**src/rtl/seq_mul.sv**
```systemverilog
// seq_mul: shift-and-add multiplier, one multiplier bit per clock, double-width product.
// Define SEQ_MUL_SIGNED_EN to honour signed_op (magnitude multiply plus a FIX negation step).
module seq_mul #(
   parameter int BITS = 32
) (
   input  logic            clk,
   input  logic            rst,
   input  logic [BITS-1:0] a,
   input  logic [BITS-1:0] b,
   input  logic            signed_op,
   input  logic            start,
   output logic [BITS-1:0] p,
   output logic [BITS-1:0] hi,
   output logic            ovf,
   output logic            rdy
);
   localparam int IW = (BITS > 2) ? $clog2(BITS) : 1;
   typedef enum logic [1:0] {IDLE, RUN, FIX} state_t;
   state_t state, state_nx;
   logic [BITS-1:0] a_q, b_q, a_in, b_in;
   logic [2*BITS-1:0] acc, acc_add, fin;
   logic [IW-1:0] i;
   logic last, commit, ovf_fin, sgn;
`ifdef SEQ_MUL_SIGNED_EN
   logic sgn_q, neg_q;
   logic sgn_in;
   assign sgn_in = signed_op;
   assign a_in = sgn_in && a[BITS-1] ? -a : a;
   assign b_in = sgn_in && b[BITS-1] ? -b : b;
   assign sgn = sgn_q;
`else
   assign a_in = a;
   assign b_in = b;
   assign sgn = 1'b0 & signed_op;
`endif
   assign last = i == IW'(BITS-1);
   assign acc_add = acc + (b_q[i] ? ({{BITS{1'b0}}, a_q} << i) : '0);
   always_ff @(posedge clk or posedge rst)
      if (rst) state <= IDLE;
      else state <= state_nx;
   always_comb begin
      state_nx = state;
      if (start) state_nx = RUN;
      else if (state == RUN && last) state_nx = sgn ? FIX : IDLE;
      else if (state == FIX) state_nx = IDLE;
   end
   always_comb begin
`ifdef SEQ_MUL_SIGNED_EN
      fin = state == FIX ? (neg_q ? -acc : acc) : acc_add;
`else
      fin = acc_add;
`endif
      commit = !start && ((state == RUN && last && !sgn) || state == FIX);
      ovf_fin = sgn ? fin[2*BITS-1:BITS] != {BITS{fin[BITS-1]}} : |fin[2*BITS-1:BITS];
   end
   always_ff @(posedge clk or posedge rst)
      if (rst) begin
         a_q <= '0;
         b_q <= '0;
         acc <= '0;
         i <= '0;
         p <= '0;
         hi <= '0;
         ovf <= 1'b0;
         rdy <= 1'b0;
      end else if (start) begin
         a_q <= a_in;
         b_q <= b_in;
         acc <= '0;
         i <= '0;
         rdy <= 1'b0;
      end else begin
         if (state == RUN) begin
            acc <= acc_add;
            i <= i + 1'b1;
         end
         if (commit) begin
            p <= fin[BITS-1:0];
            hi <= fin[2*BITS-1:BITS];
            ovf <= ovf_fin;
            rdy <= 1'b1;
         end
      end
`ifdef SEQ_MUL_SIGNED_EN
   // Sign bookkeeping is only touched on a start edge.
   always_ff @(posedge clk or posedge rst)
      if (rst) begin
         sgn_q <= 1'b0;
         neg_q <= 1'b0;
      end else if (start) begin
         sgn_q <= sgn_in;
         neg_q <= sgn_in && (a[BITS-1] ^ b[BITS-1]);
      end
`endif
endmodule

```
**config.mk**
```make
export PLATFORM = sky130hd
export DESIGN_NAME = seq_mul
export DESIGN_NICKNAME = d
export VERILOG_FILES = /design/src/rtl/seq_mul.sv
export SDC_FILE = /design/constraint.sdc
export NUM_CORES = 1
export LEC_CHECK = 0
export BUFFER_PORTS_ARGS = -buffer_cell sky130_fd_sc_hd__buf_2
export CAP_MARGIN = 25
export CORE_ASPECT_RATIO = 1.25
export CORE_MARGIN = 2
export CORE_UTILIZATION = 60
export DETAILED_ROUTE_END_ITERATION = 8
export GPL_TIMING_DRIVEN = 0
export PLACE_DENSITY = 0.8
export SLEW_MARGIN = 20
export SYNTH_ARGS = -nofsm -noshare
export SYNTH_HDL_FRONTEND = slang
export SYNTH_SLANG_ARGS = --single-unit
```
**constraint.sdc**
```tcl
create_clock -name clk -period 7.6 [get_ports clk]
set_clock_uncertainty 0.05 [all_clocks]
set_input_delay 0.76 -clock clk [delete_from_list [all_inputs] [get_ports clk]]
set_output_delay 0.76 -clock clk [all_outputs]
set_load 0.01 [all_outputs]
```
==> reports/qor.csv <==
metric,value,unit
tightest_slew,1139,ps
synthCells,1600,
via_per_inst,6.404,
power.switching,1.376,mW
core,23880,um^2
synth_edf_count,0,
io-pin-count,134,
post_cts_buffers,0,
maxSlewViolCount,0,
final_cell_mix,"dfrtp_1, nor2_1, nand2_1, buf_2, a21oi_1",
die_area,25710,um^2
synth_async_sr_flop_share,1.000,
row_count,63,
htree_levels,4,
cp_max_fo,10,
sequentialPowerShare,0.349,
vdd.ir_drop.worst,0.0001576,V
syn2layout_area_growth,11.90,%
cp-start-kind,flop,
seq_area_frac_synth,0.3414,
ctsResizeCount,0,
post-place-ws,599.1,ps
fillers,1957,
synth.distinct_cells,99,
clk_path_buf_depth,2,
cellPowerDensity,219.4,nW/um^2
ant_nets,0,
numCtsBuffers,17,
io_buffer_count,131,
crit_type,reg2reg,
cp.arrival,7490,ps
synth_area_per_cell,9.163,um^2
leakage,7.455,nW
yosys_most_used_dff,dfrtp_1,
cp.required,7880,ps
first_pass_iters,5,
die_w,143.8,um
placed_cell_area,15800,um^2
finalSetupViolCount,0,
hold_viol_final,0,
drt_iter0_drc,1031,
slew_headroom,0.2404,
status,"complete, no violations",
max_freq,138.8,MHz
hold_path_class,in2async,
cts.sinks,200,
ys_ff_latch,200,
ctsHoldBuffers,0,
grt_max_degree,82,
internal-power,2.224,mW
mappedNetlistArea,14660,um^2
layout_commonest_cell,dfrtp_1,
pwr-share-comb,0.382,
start_util,0.6139,
grt_pass1_wl,74110,um
synth_top_area_frac,0.3414,
stdcell_area,16410,um^2
clkLatencyLatePin,450,ps
finalCriticalPeriod,7203,ps
drc,0,
overflow,0,
hpwl,37820,um
placed_cells,2059,
swShare,0.3822,
fin_crit_sh,0.9478,
pwr-share-clk,0.268,
finalNonFillerCells,2091,
synthTopCellsByArea,"dfrtp_1, mux2_2, ha_1, mux4_2, nor2_1",
grt_pass1_vias,13150,
cap_viol_max_count,0,
drive_gt1_frac,0.2191,
finalWirelength,48580,um
wl_per_cell,23.23,um
antenna_found_initial,0,
synth_fp_nets,1734,
rsz0062_at_grt,no,
place_congestion,1.016,
diodes,0,
path_clk_slew,80,ps
track_usage,0.3856,
ys_warn_count,0,
synth_area_leader_cell,dfrtp_1,
fp.dieH,178.8,um
cts_tree,built,
layout_setup_ws,397.1,ps
crit_path_end_kind,flop,
fin_nets,1887,
vias,13390,
cts_root_buffer,clkbuf_16,
-- cell families after synthesis --
| group | count (synthesis) | share of synthesized area |
|---|---|---|
| AOI/OAI and AO/OA | 432 | 0.1923 |
| DFF | 200 | 0.3414 |
| and+or+nand+nor | 517 | 0.1646 |
| adders and majority gates | 66 | 0.05684 |
| buffers and inverters | 141 | 0.04540 |
| muxes | 195 | 0.1703 |
| xor gates and xnor gates | 49 | 0.02927 |
-- flip-flops by register name, summed over array words and instances, names as in the netlist --
| register | count |
|---|---|
| a_q | 32 |
| state | 1 |
| p | 32 |
| rdy | 1 |
| b_q | 32 |
| ovf | 1 |
| acc | 64 |
| hi | 32 |
| i | 5 |
-- cell usage after synthesis, types with 4 or more instances --
master,number
or3_1,10
xor2_1,25
nor3b_1,7
buf_2,20
o31ai_1,14
a31oi_1,6
a211oi_1,20
a211o_1,4
o21a_1,13
buf_6,12
mux2i_1,57
nand3_1,16
o21ai_1,18
o21ai_0,99
nand2_1,168
a21o_2,4
buf_1,8
nor2b_1,32
o211ai_1,10
ha_1,65
clkbuf_1,59
nand3b_1,4
and3_1,9
mux4_2,33
a22oi_1,16
xnor2_1,24
a21oi_2,7
dfrtp_1,200
nor4_1,4
mux2_2,105
nor2_1,175
inv_1,37
a21o_1,26
o21bai_1,9
nor3_1,26
o22a_1,4
a21oi_1,129
nand4_1,23
and4_1,4
nand2b_1,7
and2_1,10
-- stage by stage --
step           TNS, ps  hold WS, ps  utilization  power, mW
5_1_grt              0        324.0       0.6869      3.769
3_5_place_dp         0        411.9       0.6614      2.601
2_1_floorplan        0        425.2            -      2.250
6_report             0        295.6       0.6869      3.600
4_1_cts              0        310.5       0.6869      3.562
3_3_place_gp   -145790        406.7       0.6583      2.566
-- worst max-delay path, cell delays in order (launching register included) --
cell and delay, ps:
dfrtp_1 360, buf_2 290, buf_2 380, mux4_2 600, mux4_2 510, nand2_1 310
and2_1 180, clkbuf_1 160, buf_2 240, a211oi_1 80, ha_1 310, clkbuf_1 330
nand4_1 230, nor3_1 530, nand4_1 200, a21oi_1 320, nor3_2 100, xor2_1 360
nand4bb_1 180, nor4b_1 720, nand4b_2 240, nor4_2 340, a21oi_2 50
-- layer usage --
layer / global-route usage / part of all wire / vias to the layer above
met5: 0 / 0 / -
met4: 0.2055 / 0.060 / 0
met3: 0.07105 / 0.070 / 144
met2: 0.6347 / 0.47 / 606
met1: 0.4820 / 0.40 / 6514
li1: - / - / 6126
-- final timing paths --
path | start | to | slack, ps | cells past startpoint
max reg2reg | i[0] | ovf | 400 | 22
min | rst | a_q[4] | 300 | 2
min in group clk | p[24] | p[24] | 420 | 2
max | i[0] | ovf | 400 | 22
min reg2reg | p[24] | p[24] | 420 | 2
max in group asynchronous | rst | hi[15] | 6420 | 3
-- layout make-up --
| class | count | area, um^2 | share of cell area |
|---|---|---|---|
| Buffer | 103 | 523.0 | 0.03188 |
| Clock buffer | 19 | 452.9 | 0.02761 |
| Clock inverter | 13 | 156.4 | 0.009533 |
| Inverter | 38 | 150.1 | 0.009151 |
| Multi-Input combinational cell | 1259 | 8991 | 0.5480 |
| Sequential cell | 200 | 5005 | 0.3050 |
| Tap cell | 325 | 406.6 | 0.02478 |
| Timing Repair Buffer | 134 | 721.9 | 0.04400 |
-- power groups by stage --
stage | sequential (mW) | combinational [mW] | clock (mW)
5_1_grt | 1.27 | 1.49 | 1.01
6_report | 1.26 | 1.38 | 0.966
2_1_floorplan | 1.24 | 1.01 | 0
4_1_cts | 1.25 | 1.34 | 0.968
3_3_place_gp | 1.27 | 1.30 | 0
3_5_place_dp | 1.27 | 1.33 | 0
(Power assumes the default switching activity.)
